--- src/rtl/elev_pkg.sv ---
// Shared types and constants for the elevator call scheduler.
// Floors are numbered from 1, and pending bit (floor-1) belongs to that floor.
package elev_pkg;

  localparam int FLOOR_W       = 4;
  localparam int DOOR_TIME_DEF = 100;

  typedef enum logic [1:0] {
    IDLE,
    MOVE,
    DOOR
  } state_t;

  function automatic logic [FLOOR_W-1:0] floor_idx(input logic [FLOOR_W-1:0] floor);
    return floor - FLOOR_W'(1);
  endfunction

endpackage

--- src/rtl/elevator_sched_if.sv ---
// Signal bundle between the scheduler, the call buttons and the floor-motion block.
// The slave modport is the scheduler's view of the bundle.
interface elevator_sched_if #(
  parameter int FLOORS = 8
);
  import elev_pkg::*;

  logic [FLOORS-1:0]  call_btn;
  logic [FLOOR_W-1:0] now_floor;
  logic               arr;
  logic [FLOOR_W-1:0] des_floor;
  logic               dir_up;
  logic               door_open;
  logic [FLOORS-1:0]  pending;
  logic               busy;

  modport slave (
    input  call_btn, now_floor, arr,
    output des_floor, dir_up, door_open, pending, busy
  );

  modport master (
    output call_btn, now_floor, arr,
    input  des_floor, dir_up, door_open, pending, busy
  );

endinterface

--- src/rtl/elev_target_pick.sv ---
// Finds the nearest pending floor above and below the car.
// The car's current floor is never returned as a target.
module elev_target_pick
  import elev_pkg::*;
#(
  parameter int FLOORS = 8
) (
  input  logic [FLOORS-1:0]  pending,
  input  logic [FLOOR_W-1:0] now_floor,
  output logic [FLOOR_W-1:0] up_tgt,
  output logic               up_vld,
  output logic [FLOOR_W-1:0] dn_tgt,
  output logic               dn_vld
);

  // Scanning downward leaves the lowest hit above the car; scanning upward leaves the highest hit below it.
  always_comb begin
    up_tgt = '0;
    up_vld = 1'b0;
    dn_tgt = '0;
    dn_vld = 1'b0;
    for (int i = FLOORS - 1; i >= 0; i--) begin
      if (pending[i] && ((i + 1) > int'(now_floor))) begin
        up_tgt = FLOOR_W'(i + 1);
        up_vld = 1'b1;
      end
    end
    for (int i = 0; i < FLOORS; i++) begin
      if (pending[i] && ((i + 1) < int'(now_floor))) begin
        dn_tgt = FLOOR_W'(i + 1);
        dn_vld = 1'b1;
      end
    end
  end

endmodule

--- src/rtl/elevator_sched.sv ---
// SCAN call scheduler: latches calls, picks the next destination and times the door dwell.
// Floor motion is done externally; this block only issues des_floor and watches arr.
module elevator_sched
  import elev_pkg::*;
#(
  parameter int FLOORS    = 8,
  parameter int DOOR_TIME = DOOR_TIME_DEF
) (
  input  logic           clk,
  input  logic           rst_n,
  elevator_sched_if.slave bus
);

  localparam int CNT_W = $clog2(DOOR_TIME + 1);

  state_t             state;
  logic [CNT_W-1:0]   door_cnt;
  logic [FLOORS-1:0]  pending_q;
  logic [FLOOR_W-1:0] des_q;
  logic               dir_up_q;
  logic               door_q;
  logic               busy_q;
  logic               move_seen;
  logic               upd_last;

  logic [FLOOR_W-1:0] up_tgt;
  logic [FLOOR_W-1:0] dn_tgt;
  logic               up_vld;
  logic               dn_vld;

  logic               floor_ok;
  logic [FLOORS-1:0]  here_mask;
  logic [FLOORS-1:0]  call_mask;
  logic [FLOORS-1:0]  clr_mask;
  logic               here_pend;
  logic               here_call;
  logic               door_from_idle;
  logic               arrive;
  logic               intercept;

  elev_target_pick #(
    .FLOORS(FLOORS)
  ) u_pick (
    .pending  (pending_q),
    .now_floor(bus.now_floor),
    .up_tgt   (up_tgt),
    .up_vld   (up_vld),
    .dn_tgt   (dn_tgt),
    .dn_vld   (dn_vld)
  );

  assign floor_ok  = (bus.now_floor != '0) && (bus.now_floor <= FLOOR_W'(FLOORS));
  assign here_mask = floor_ok ? ({{(FLOORS-1){1'b0}}, 1'b1} << floor_idx(bus.now_floor)) : '0;
  assign here_pend = |(pending_q & here_mask);
  assign here_call = |(bus.call_btn & here_mask);

  assign door_from_idle = (state == IDLE) && here_pend;

  // Arrival ignores arr until it can reflect the current destination, since arr lags by one cycle.
  assign arrive = (state == MOVE) && bus.arr && (bus.now_floor == des_q) && move_seen && !upd_last;

  assign intercept = (state == MOVE) && floor_ok &&
                     (dir_up_q ? (up_vld && (up_tgt < des_q)) : (dn_vld && (dn_tgt > des_q)));

  // A call at the open door only extends the dwell; a floor being served drops its call.
  assign call_mask = (state == DOOR) ? (bus.call_btn & ~here_mask) : bus.call_btn;
  assign clr_mask  = (door_from_idle || arrive) ? here_mask : '0;

  always_ff @(posedge clk or negedge rst_n) begin
    if (!rst_n) begin
      state     <= IDLE;
      pending_q <= '0;
      des_q     <= FLOOR_W'(1);
      dir_up_q  <= 1'b1;
      door_q    <= 1'b0;
      busy_q    <= 1'b0;
      door_cnt  <= '0;
      move_seen <= 1'b0;
      upd_last  <= 1'b0;
    end else begin
      pending_q <= (pending_q | call_mask) & ~clr_mask;
      case (state)
        IDLE: begin
          door_q   <= 1'b0;
          door_cnt <= '0;
          if (floor_ok) begin
            des_q <= bus.now_floor;
            if (here_pend) begin
              state  <= DOOR;
              door_q <= 1'b1;
              busy_q <= 1'b1;
            end else if (up_vld && (dir_up_q || !dn_vld)) begin
              state     <= MOVE;
              des_q     <= up_tgt;
              dir_up_q  <= 1'b1;
              busy_q    <= 1'b1;
              move_seen <= 1'b0;
              upd_last  <= 1'b0;
            end else if (dn_vld) begin
              state     <= MOVE;
              des_q     <= dn_tgt;
              dir_up_q  <= 1'b0;
              busy_q    <= 1'b1;
              move_seen <= 1'b0;
              upd_last  <= 1'b0;
            end
          end
        end
        MOVE: begin
          move_seen <= 1'b1;
          if (!floor_ok) begin
            state  <= IDLE;
            busy_q <= 1'b0;
          end else if (arrive) begin
            state    <= DOOR;
            door_q   <= 1'b1;
            door_cnt <= '0;
            upd_last <= 1'b0;
          end else if (intercept) begin
            des_q    <= dir_up_q ? up_tgt : dn_tgt;
            upd_last <= 1'b1;
          end else begin
            upd_last <= 1'b0;
          end
        end
        DOOR: begin
          if (!floor_ok) begin
            state    <= IDLE;
            door_q   <= 1'b0;
            busy_q   <= 1'b0;
            door_cnt <= '0;
          end else if (here_call) begin
            door_cnt <= '0;
          end else if (door_cnt == CNT_W'(DOOR_TIME - 1)) begin
            state    <= IDLE;
            door_q   <= 1'b0;
            busy_q   <= 1'b0;
            door_cnt <= '0;
          end else begin
            door_cnt <= door_cnt + CNT_W'(1);
          end
        end
        default: begin
          state  <= IDLE;
          door_q <= 1'b0;
          busy_q <= 1'b0;
        end
      endcase
    end
  end

  assign bus.des_floor = des_q;
  assign bus.dir_up    = dir_up_q;
  assign bus.door_open = door_q;
  assign bus.pending   = pending_q;
  assign bus.busy      = busy_q;

endmodule
--- src/flat_wrapper.sv ---
// flat-port wrapper written by rule: the top's interface ports become plain ports
module elevator_sched_flat import elev_pkg::*;
#(
  parameter int FLOORS    = 8,
  parameter int DOOR_TIME = DOOR_TIME_DEF
)
  (clk, rst_n, bus_call_btn, bus_now_floor, bus_arr, bus_des_floor, bus_dir_up, bus_door_open, bus_pending, bus_busy);
  elevator_sched_if #(.FLOORS(FLOORS)) bus_i ();
  input  logic clk;
  input  logic rst_n;
  input wire logic [$bits(bus_i.call_btn)-1:0] bus_call_btn;
  input wire logic [$bits(bus_i.now_floor)-1:0] bus_now_floor;
  input wire logic [$bits(bus_i.arr)-1:0] bus_arr;
  output wire logic [$bits(bus_i.des_floor)-1:0] bus_des_floor;
  output wire logic [$bits(bus_i.dir_up)-1:0] bus_dir_up;
  output wire logic [$bits(bus_i.door_open)-1:0] bus_door_open;
  output wire logic [$bits(bus_i.pending)-1:0] bus_pending;
  output wire logic [$bits(bus_i.busy)-1:0] bus_busy;
  assign bus_i.call_btn = bus_call_btn;
  assign bus_i.now_floor = bus_now_floor;
  assign bus_i.arr = bus_arr;
  assign bus_des_floor = bus_i.des_floor;
  assign bus_dir_up = bus_i.dir_up;
  assign bus_door_open = bus_i.door_open;
  assign bus_pending = bus_i.pending;
  assign bus_busy = bus_i.busy;
  elevator_sched #(.FLOORS(FLOORS), .DOOR_TIME(DOOR_TIME)) u_core (.clk(clk), .rst_n(rst_n), .bus(bus_i));
endmodule
--- config.mk ---
export PLATFORM = sky130hd
export DESIGN_NAME = elevator_sched_flat
export DESIGN_NICKNAME = d
export VERILOG_FILES = /design/src/rtl/elev_pkg.sv /design/src/rtl/elevator_sched_if.sv /design/src/rtl/elev_target_pick.sv /design/src/rtl/elevator_sched.sv /design/src/flat_wrapper.sv
export SDC_FILE = /design/constraint.sdc
export NUM_CORES = 1
export LEC_CHECK = 0
export BUFFER_PORTS_ARGS = -buffer_cell sky130_fd_sc_hd__buf_2
export CORE_MARGIN = 10
export CORE_UTILIZATION = 54
export CTS_CLUSTER_SIZE = 14
export DETAILED_ROUTE_END_ITERATION = 6
export PLACE_DENSITY = 0.77
export SKIP_LAST_GASP = 1
export SLEW_MARGIN = 20
export SYNTH_ARGS = -nofsm -noshare
export SYNTH_HDL_FRONTEND = slang
export SYNTH_HIERARCHICAL = 1
export SYNTH_SLANG_ARGS = --single-unit
--- constraint.sdc ---
create_clock -name clk -period 6.7 [get_ports clk]
set_input_delay 0.67 -clock clk [delete_from_list [all_inputs] [get_ports clk]]
set_output_delay 0.67 -clock clk [all_outputs]
set_load 0.005 [all_outputs]
======== Yosys cells after proc, flatten, opt, wreduce, memory -nomap -nowiden ========
Index checks and enable logic that the tools add are counted.
W data, S select, Z words.
word-level totals
  flip-flop bits (word level) ............. 26
  input bits .............................. 15
  output and inout port bits .............. 15
  word-level logic and storage cells ...... 186
operators by class
  add/subtract/negate cells ............... 2
  magnitude comparators ................... 19
  equal/unequal tests ..................... 16
  shift-type cells ........................ 1
  muxes and demuxes ....................... 85
  bitwise gates (word level) .............. 8
  reductions and logical operators ........ 46
operator list
  cell                   number
  $mux W4                23
  $mux W1                38
  $mux W7                5
  $and A8 B8 Y8          4
  $logic_and A1 B1 Y1    27
  $mux W8                3
  $pmux W7 S3            1
  $reduce_and A5 Y1      4
  $mux W2                9
  $gt A3 B4 Y1 const A   4
  $lt A3 B4 Y1 const A   4
  $not A8 Y8             2
  $reduce_or A8 Y1       2
  $reduce_and A4 Y1      3
  $ne A3 B3 Y1 const B   3
  $gt A2 B4 Y1 const A   2
  $lt A2 B4 Y1 const A   2
  $ne A2 B1 Y1 const B   4
  $or A8 B8 Y8           1
  $pmux W4 S2            1
  $shl A1 B4 Y8 const A  1
  $add A7 B1 Y7 const B  1
  $eq A7 B7 Y1 const B   1
  $ne A2 B2 Y1 const B   3
  24 further kinds       29

======== Depth between registers and ports, before layout ========
Gate-level depths: netlist of run 1.
  word-level depth ........................ 18
  mapped depth ............................ 13
  gate-level depth less buffers ........... 12

======== Cells and area by module ========
Netlist of run 1, hierarchy kept.
modules (own cells, without submodules)
  module            instances  cells an instance  area each (µm²)  sequential area each (µm²)
  elevator_sched    1          235                2,099.5          653.1
  elev_target_pick  1          71                 440.4            0.0

======== Worst setup path after synthesis of run 1 ========
No wires, ideal clock.
  path type ............................... input port to flip-flop
  from .................................... input port bus_now_floor[0]
  to ...................................... register u_core.des_q[1], in the netlist u_core/bus.des_floor[1]
  setup time .............................. 140 ps
  arrival time ............................ 2,792 ps
  data required time ...................... 6,560 ps
  path slack .............................. 3,767 ps
  stages on the path ...................... 11
  buffers on the path ..................... 1
  cell sequence ........................... buf_2 o21a_2 o32ai_2 nor2_1 nor3_1 ha_1 o21ai_0 a21oi_1 o32ai_2 mux2i_1 o221ai_1
between the ends
  elaborated cells on any way between the ends .. 100
  those cells by class .................... add/sub: 1; order compare: 19; eq/ne: 5; shift: 1; mux: 43; bitwise: 1; reduce/logical: 30
RTL lines
  item                                    RTL line                source
  start, declared                         flat_wrapper.sv:12      input wire logic [$bits(bus_i.now_floor)-1:0] bus_now_floor;
  $gt A3 B4 Y1                            elev_target_pick.sv:23  if (pending[i] && ((i + 1) > int'(now_floor))) begin
  $logic_and A1 B1 Y1                     elev_target_pick.sv:23
  $mux W4 (6 in a row)                    elev_target_pick.sv:23
  $mux W4 (*)                             elev_target_pick.sv:23
  net u_core.up_tgt[2]                    elevator_sched.sv:26    logic [FLOOR_W-1:0] up_tgt;
  $lt A4 B4 Y1 (*)                        elevator_sched.sv:63    (dir_up_q ? (up_vld && (up_tgt < des_q)) : (dn_vld && (dn_tgt > des_q)));
  $logic_and A1 B1 Y1 (*)                 elevator_sched.sv:63
  $mux W1 (*)                             elevator_sched.sv:63
  $logic_and A1 B1 Y1 (*)                 elevator_sched.sv:62    assign intercept = (state == MOVE) && floor_ok &&
  $ne A2 B1 Y1 (no source line) (*)       -
  $reduce_and A5 Y1 (no source line) (*)  -
  end signal, assigned                    elevator_sched.sv:87    des_q <= bus.now_floor;
  end signal, assigned                    elevator_sched.sv:94    des_q <= up_tgt;
  end signal, assigned                    elevator_sched.sv:101   des_q <= dn_tgt;
  end, declared                           elevator_sched.sv:19    logic [FLOOR_W-1:0] des_q;
The timed path passes the listed nets; every way through them passes the cells marked *. The select of a mux whose other input is x is not followed.
A chain may end at the register's enable or synchronous reset.

======== Worst setup path after layout of run 1 ========
  from .................................... input port bus_now_floor[1]
  to ...................................... register u_core.des_q[1], in the netlist u_core/bus.des_floor[1]
between the ends
  elaborated cells on any way between the ends .. 100
  those cells by class .................... add/sub: 1; order compare: 19; eq/ne: 5; shift: 1; mux: 43; bitwise: 1; reduce/logical: 30
RTL lines
  item                                RTL line
  $gt A3 B4 Y1                        elev_target_pick.sv:23
  $logic_and A1 B1 Y1                 elev_target_pick.sv:23
  $mux W4 (6 in a row)                elev_target_pick.sv:23
  $mux W4 (*)                         elev_target_pick.sv:23
  net u_core.up_tgt[1]                elevator_sched.sv:26
  $lt A4 B4 Y1                        elevator_sched.sv:63
  $logic_and A1 B1 Y1                 elevator_sched.sv:63
  $mux W1                             elevator_sched.sv:63
  $logic_and A1 B1 Y1                 elevator_sched.sv:62
  $ne A2 B1 Y1 (no source line)       -
  $reduce_and A5 Y1 (no source line)  -
Marks and branches as above.

==> results.yml, run 1 <==
die:
  die_y_um: 88.6
  core_um2: 4440
  fp.dieW_um: 88.6
  rows: 24
  die-area_um2: 7850
  start_util: 0.572
  io_pins: 30
run:
  max_cap_violations: 0
cts:
  cts_buffers: 3
  clock-sinks: 26
  cts_hold_buf: 0
  tritoncts: "yes"
  cts_root_buf: "clkbuf_8"
  cts_resized: 0
  post_cts_buffers: 0
  worstSkewPairLatency_ns: 0.28
  htree_levels: 1
  clk_pin_slew_worst_paths_ns: 0.10
  ctsLongestPathBuffers: 2
routing:
  wire_per_inst_um: 17.8
  firstDrtPassIters: 5
  wl_um: 6710
  drt_iter0_drc: 271
  via_per_inst: 6.53
  num_vias: 2462
  final_antenna_net_count: 0
  drc: 0
setup_path:
  crit_type: "input pin to flop"
  startpoint: "bus_now_floor[1]"
  endpoint: "u_core/bus.des_floor[1]$_DFFE_PN0P_"
  r2r_end: "u_core/bus.des_floor[1]$_DFFE_PN0P_"
  start_kind: "input pin"
  cp_max_fo: 30
  endpoint_kind: "flop"
  r2r.worst_path.cells: 10
  crit_arrival_ns: 3.47
  cp.required_ns: 6.85
  timing.rr.start: "u_core/bus.pending[3]$_DFF_PN0_"
  ff2ff_setup_slack_ns: 3.60
global_routing:
  grt_use_total: 0.174
  grt_pass1_wl_um: 11100
  gr-total-overflow: 0
  grt_max_degree: 32
  antenna_found_initial: 0
  first_global_vias: 2349
power_and_ir_drop:
  ir_drop_uv: 189
  p_total_uw: 694
  power_per_cell_area_nw_per_um2: 254
  p_leak_nw: 1.15
final_layout:
  postLayoutCoreUtil: 0.614
  fillers: 375
  diodes: 0
  seqCellArea_um2: 653
  drive_above_1_share: 0.182
  area_delta_synth_final_pct: 7.39
  nets: 349
  multi_input_area_um2: 1720
synthesis:
  syn_inst: 306
  yosys-top-cells-area: "dfrtp_1 24%, a21oi_1 4.5%, o21ai_0 4.5%, nor2_1 4.3%, ha_1 3.9%"
  ys_types: 74
  yosysSeqAreaShare: 0.257
  yosysMostFrequentCell: "nor2_1"
  ys_warn_count: 6
  ys_ff_latch: 26
  synth_common_cells: "29 x nor2_1, 24 x dfrtp_1, 23 x a21oi_1, 23 x o21ai_0, 19 x inv_1"
  avgSynthCellArea_um2: 8.30
  yosysTopAreaCell: "dfrtp_1"
  synth_top_area_frac: 0.236
  synth_edf_count: 0
  synth_nets: 329
  synth_top_flop_cell: "dfrtp_1"
  synth_area_um2: 2540
  synth-async-reset-ratio: 1.00
sta:
  finalCritPeriodShare: 0.496
  rsz0062_at_grt: "false"
  slew_headroom: 0.509
  setup_viol: 0
  slew_violations: 0
  tightestPinTransition_ns: 0.729
  setup-tns-final_ns: 0
  fmax_mhz: 301
  period_minus_slack_ns: 3.32
  skew_ns: 0.00838
  hold_viol_final: 0
placement:
  finalWeightedCongestion: 0.950
  io_buffers: 29
  hpwl_um: 4940
hold_path:
  min_path_type: "input pin to async pin"
outcome:
  status: "finished clean"
-- power breakdown --
group          switching (mW)  total (mW)  internal (mW)
clock network          0.0530       0.133         0.0800
registers              0.0545       0.246          0.191
logic                   0.181       0.315          0.135
-- critical path, stage by stage --
cell and delay (ns):
buf_2 0.46, o21a_2 0.28, o32ai_2 0.11, nand2b_1 0.17
a21oi_1 0.31, ha_1 0.30, o21ai_0 0.10, a21oi_1 0.13
o32ai_2 0.54, mux2i_1 0.26, o221ai_1 0.13
-- through the flow --
step	hold slack [ns]	worst slack, ns	instances	instance area (µm²)
floorplan	0.374	3.77	306	2540
CTS	0.402	3.41	377	2730
global placement	0.485	3.16	373	2660
finish	0.382	3.38	377	2730
detailed placement	0.490	3.10	373	2660
global route	0.418	3.17	377	2730
-- per-layer routing --
layer,part of all wire,vias up,global-route usage
met5,0,-,0
met4,0.013,0,0.0587
met3,0.061,10,0.0276
met2,0.50,90,0.301
met1,0.43,1187,0.214
li1,-,1175,-
-- placed cells by master (no fill, tap or decap), types with 4 or more instances in the layout --
| master | count |
|---|---|
| a31oi_1 | 5 |
| nor3_1 | 9 |
| nand3_1 | 10 |
| xnor2_1 | 6 |
| o21ai_0 | 23 |
| nand2_1 | 18 |
| nor2_1 | 29 |
| nor2b_1 | 6 |
| o221ai_1 | 4 |
| mux2i_1 | 10 |
| a21oi_1 | 23 |
| and3_1 | 4 |
| dfrtp_1 | 24 |
| o22a_1 | 4 |
| buf_2 | 29 |
| a32o_1 | 4 |
| nand2b_1 | 12 |
| inv_1 | 19 |
| nand3b_1 | 4 |
| ha_1 | 8 |
-- registers in the layout, indices dropped and copies added (netlist names) --
register	cells
u_core/bus.pending	8
u_core/move_seen	1
u_core/door_cnt	7
u_core/bus.dir_up	1
u_core/bus.door_open	1
u_core/bus.busy	1
u_core/state	2
u_core/upd_last	1
u_core/bus.des_floor	4
-- cell families after synthesis --
kind of cell	synth area share
AO/OA/AOI/OAI	0.300
multiplexers	0.0675
flip-flops	0.257
AND/OR/NAND/NOR	0.243
buffers and inverters	0.0650
XOR/XNOR	0.0276
adder cells (fa/ha/maj)	0.0394
-- worst min-delay path by stage --
| stage | startpoint | to | slack [ns] | cells after the start |
|---|---|---|---|---|
| 2_1_floorplan | rst_n | u_core/bus.busy$_DFFE_PN0P_ | 0.37 | 0 |
| 3_3_place_gp | u_core/upd_last$_DFFE_PN0P_ | u_core/upd_last$_DFFE_PN0P_ | 0.48 | 1 |
| 3_5_place_dp | u_core/bus.busy$_DFFE_PN0P_ | u_core/bus.busy$_DFFE_PN0P_ | 0.49 | 2 |
| 4_1_cts | rst_n | u_core/bus.door_open$_DFFE_PN0P_ | 0.40 | 1 |
| 5_1_grt | rst_n | u_core/bus.des_floor[2]$_DFFE_PN0P_ | 0.42 | 1 |
| 6_report | rst_n | u_core/bus.door_open$_DFFE_PN0P_ | 0.38 | 1 |
-- area by class of cell --
class | instances | area share
clock buffers | 3 | 0.0151
inverters | 19 | 0.0261
well taps | 52 | 0.0239
flip-flops and latches | 26 | 0.239
clock inverters | 1 | 0.0110
repair buffers | 29 | 0.0532
multi-input cells | 247 | 0.631
(Power assumes the default switching activity.)
==> run 2: changes to the inputs <==
clock period = 3.5 ns   (was 6.7 ns; I/O delays follow)
==> results.yml, run 2 (same netlist as run 1, synthesis figures left out) <==
routing:
  num_vias: 2448
  final_antenna_net_count: 0
  via_per_inst: 6.46
  firstDrtPassIters: 5
  drc: 0
  wire_per_inst_um: 17.6
  drt_iter0_drc: 276
  wl_um: 6690
cts:
  cts_buffers: 3
  tritoncts: "yes"
  worstSkewPairLatency_ns: 0.27
  cts_root_buf: "clkbuf_8"
  cts_hold_buf: 0
  post_cts_buffers: 0
  clk_pin_slew_worst_paths_ns: 0.09
  htree_levels: 1
  clock-sinks: 26
  cts_resized: 0
  ctsLongestPathBuffers: 2
setup_path:
  path_cells: "inv_1 > o32ai_2 > nor2_1 > nor3_1 > ha_1 > o21ai_0 > a21oi_1 > o32ai_2 > mux2i_1 > o221ai_1"
  cp_max_fo: 7
  endpoint_kind: "flop"
  crit_arrival_ns: 3.18
  r2r.worst_path.cells: 10
  cp_slowest_cell: "o32ai_2"
  slowest_delay_ns: 0.54
  start_kind: "flop"
  crit_type: "flop to flop"
  cp.required_ns: 3.64
  crit_top_cell: "o32ai_2"
die:
  die_y_um: 88.6
  rows: 24
  io_pins: 30
  die-area_um2: 7850
  fp.dieW_um: 88.6
  core_um2: 4440
  start_util: 0.572
sta:
  period_minus_slack_ns: 3.04
  tightestPinTransition_ns: 0.738
  hold_viol_final: 0
  setup_viol: 0
  slew_headroom: 0.503
  fmax_mhz: 329
  hold_ws_ns: 0.0693
  slew_violations: 0
  setup-tns-final_ns: 0
  rsz0062_at_grt: "false"
  skew_ns: 0.00690
  finalCritPeriodShare: 0.869
global_routing:
  grt-busiest-layer: "met2"
  grt_max_degree: 32
  met3_usage: 0.0230
  use_met2: 0.287
  grt_pass1_wl_um: 11200
  antenna_found_initial: 0
  grt_use_total: 0.175
  first_global_vias: 2295
  gr-total-overflow: 0
  met1_usage: 0.233
power_and_ir_drop:
  p_leak_nw: 1.16
  power_per_cell_area_nw_per_um2: 481
  p_int_uw: 780
  power.share.combinational: 0.468
  p_sw_frac: 0.408
  ir_drop_uv: 347
  pwr-share-clk: 0.189
  switchingPower_uw: 538
  power_frac_seq: 0.343
final_layout:
  fillers: 400
  drive_above_1_share: 0.187
  diodes: 0
  area_delta_synth_final_pct: 7.98
  nets: 351
  layout_common_cells: "29 x buf_2, 29 x nor2_1, 24 x dfrtp_1"
  largest_reg_flops: 8
placement:
  io_buffers: 29
  hpwl_um: 4920
  finalWeightedCongestion: 0.889
run:
  max_cap_violations: 0
hold_path:
  min_path_type: "input pin to async pin"
outcome:
  status: "finished clean"
[run 2: cell types whose count changed in the layout (fill, tap and decap cells not counted)]
cell	previous run	this run
buf_4	0	2
[run 2: layer usage]
metal,vias up,part of all wire,wire length [µm]
met3,12,0.056,377
met1,1165,0.45,2990
met4,0,0.015,101
met5,-,0,0
met2,90,0.48,3220
li1,1181,-,-
[run 2: through the flow]
step	worst slack, ns	utilization	instance area, µm²	cells	power [mW]
after floorplan	0.887	-	2540	306	0.891
after global placement	0.448	0.601	2670	375	1.05
after CTS	0.496	0.617	2740	379	1.32
after detailed placement	0.229	0.601	2670	375	1.07
after global routing	0.198	0.617	2740	379	1.43
final	0.459	0.617	2740	379	1.32
[run 2: layout make-up]
type	instances	area (µm²)	area share
Clock buffer	3	41.3	0.0151
Sequential cell	26	653	0.238
Timing Repair Buffer	31	160	0.0584
Tap cell	52	65.1	0.0237
Inverter	19	71.3	0.0260
Multi-Input combinational cell	247	1720	0.628
Clock inverter	1	30.0	0.0109
[run 2: critical path, delay by kind of cell (launching register included)]
kind	cells	cell delay (ns)
AO/OA/AOI/OAI	5	1.32
flip-flops	1	0.48
AND/OR/NAND/NOR	2	0.42
adder cells (fa/ha/maj)	1	0.31
multiplexers	1	0.25
buffers and inverters	1	0.13
[run 2: worst paths after layout]
path,slack (ns),from,end
worst max-delay path,0.46,u_core/bus.pending[3]$_DFF_PN0_,u_core/bus.des_floor[1]$_DFFE_PN0P_
worst min-delay path,0.07,rst_n,u_core/bus.pending[2]$_DFF_PN0_
worst max register to register,0.46,u_core/bus.pending[3]$_DFF_PN0_,u_core/bus.des_floor[1]$_DFFE_PN0P_
worst min register to register,0.51,u_core/bus.busy$_DFFE_PN0P_,u_core/bus.busy$_DFFE_PN0P_
max in group asynchronous,3.05,rst_n,u_core/bus.pending[1]$_DFF_PN0_
min in group clk,0.33,bus_call_btn[7],u_core/bus.pending[7]$_DFF_PN0_
[run 2: power groups by stage]
stage	Combinational [mW]	Clock, mW	Sequential (mW)
after floorplan	0.457	0	0.434
after global placement	0.597	0	0.457
after detailed placement	0.614	0	0.458
after CTS	0.618	0.253	0.452
after global routing	0.697	0.267	0.462
final	0.616	0.250	0.452
==> run 3: changes to the inputs <==
CTS_CLUSTER_SIZE = unset   (was 14)
REMOVE_ABC_BUFFERS = 1   (was unset)
==> results.yml, run 3 (same netlist as run 1, synthesis figures left out) <==
final_layout:
  layout_common_cells: "29 x buf_2, 29 x nor2_1, 24 x dfrtp_1"
  fin_area_um2: 2740
  drive_above_1_share: 0.187
  diodes: 0
  fin_cells: 379
  postLayoutCoreUtil: 0.617
  area_delta_synth_final_pct: 7.98
  nets: 351
  largest_reg_flops: 8
cts:
  clk_pin_slew_worst_paths_ns: 0.09
  clock-sinks: 26
  cts_buffers: 3
  htree_levels: 1
  worstSkewPairLatency_ns: 0.27
  ctsLongestPathBuffers: 2
  cts_root_buf: "clkbuf_8"
  post_cts_buffers: 0
  cts_resized: 0
  tritoncts: "yes"
  cts_hold_buf: 0
routing:
  wl_um: 6640
  drt_iter0_drc: 330
  num_vias: 2482
  via_per_inst: 6.55
  final_antenna_net_count: 0
  drc: 0
  wire_per_inst_um: 17.5
  firstDrtPassIters: 6
power_and_ir_drop:
  switchingPower_uw: 540
  power_per_cell_area_nw_per_um2: 481
  p_total_mw: 1.32
  ir_drop_uv: 244
  pwr-share-clk: 0.192
  power.share.combinational: 0.454
  p_sw_frac: 0.409
  p_int_uw: 779
  power_frac_seq: 0.354
  p_leak_nw: 1.16
global_routing:
  grt_use_total: 0.168
  grt_max_degree: 31
  gr-total-overflow: 0
  grt_pass1_wl_um: 10800
  first_global_vias: 2269
  antenna_found_initial: 0
sta:
  fmax_mhz: 337
  hold_viol_final: 0
  period_minus_slack_ns: 2.97
  setup-tns-final_ns: 0
  skew_ns: 0.00563
  slew_violations: 0
  hold_ws_ns: 0.0792
  worst_slack_ns: 0.534
  setup_viol: 0
  slew_headroom: 0.550
  tightestPinTransition_ns: 0.674
  rsz0062_at_grt: "false"
  finalCritPeriodShare: 0.847
setup_path:
  r2r.worst_path.cells: 10
  ff2ff_setup_slack_ns: 0.53
  crit_type: "flop to flop"
  cp_max_fo: 7
  start_kind: "flop"
  startpoint: "u_core/bus.pending[3]$_DFF_PN0_"
  r2r_end: "u_core/bus.des_floor[2]$_DFFE_PN0P_"
  endpoint_kind: "flop"
  crit_arrival_ns: 3.11
  endpoint: "u_core/bus.des_floor[2]$_DFFE_PN0P_"
  cp.required_ns: 3.65
  timing.rr.start: "u_core/bus.pending[3]$_DFF_PN0_"
placement:
  finalWeightedCongestion: 0.983
  io_buffers: 29
  place_area_um2: 2670
  placedCellCount: 375
  hpwl_um: 4880
  pre_cts_ws_ns: 0.338
hold_path:
  min_path_type: "input pin to async pin"
die:
  rows: 24
  die_y_um: 88.6
  core_um2: 4440
  die-area_um2: 7850
  fp.dieW_um: 88.6
  io_pins: 30
  start_util: 0.572
run:
  max_cap_violations: 0
outcome:
  status: "finished clean"
run 3: cell counts in the layout (fill, tap and decap cells not counted):
No cell type changed its count.
run 3: how the worst min path moves through the flow:
stage                     start                                   to  slack [ns]
after floorplan           rst_n          u_core/bus.busy$_DFFE_PN0P_        0.05
after detailed placement  rst_n      u_core/bus.pending[5]$_DFF_PN0_        0.39
after CTS                 rst_n  u_core/bus.des_floor[1]$_DFFE_PN0P_        0.09
after global routing      rst_n  u_core/bus.des_floor[3]$_DFFE_PN0P_         0.1
after global placement    rst_n      u_core/bus.pending[5]$_DFF_PN0_        0.39
final                     rst_n      u_core/bus.pending[5]$_DFF_PN0_        0.08
run 3: final cells by class:
type                    instances  area [µm²]
clock buffers                   3        41.3
flip-flops and latches         26         653
inverters                      19        71.3
fillers                       398        1700
clock inverters                 1        30.0
repair buffers                 31         160
well taps                      52        65.1
multi-input cells             247        1720
run 3: power groups by stage:
stage | combinational, mW | sequential (mW) | clock (mW)
3_3_place_gp | 0.577 | 0.470 | 0
5_1_grt | 0.669 | 0.478 | 0.269
6_report | 0.598 | 0.467 | 0.253
2_1_floorplan | 0.418 | 0.447 | 0
3_5_place_dp | 0.592 | 0.469 | 0
4_1_cts | 0.595 | 0.464 | 0.259
run 3: layer usage:
| layer | vias up | GRT usage | wire [µm] |
|---|---|---|---|
| met4 | 0 | 0.0485 | 76 |
| li1 | 1182 | - | - |
| met3 | 10 | 0.0248 | 428 |
| met5 | - | 0 | 0 |
| met2 | 107 | 0.283 | 3230 |
| met1 | 1183 | 0.218 | 2910 |
run 3: worst max-delay path, cell delays in order, from the launching register on:
cell	delay, ns
dfrtp_1	0.50
inv_1	0.14
o32ai_2	0.35
nor2_1	0.08
nor3_1	0.35
ha_1	0.31
o21ai_0	0.14
a21oi_1	0.08
o32ai_2	0.52
mux2i_1	0.25
o221ai_1	0.13
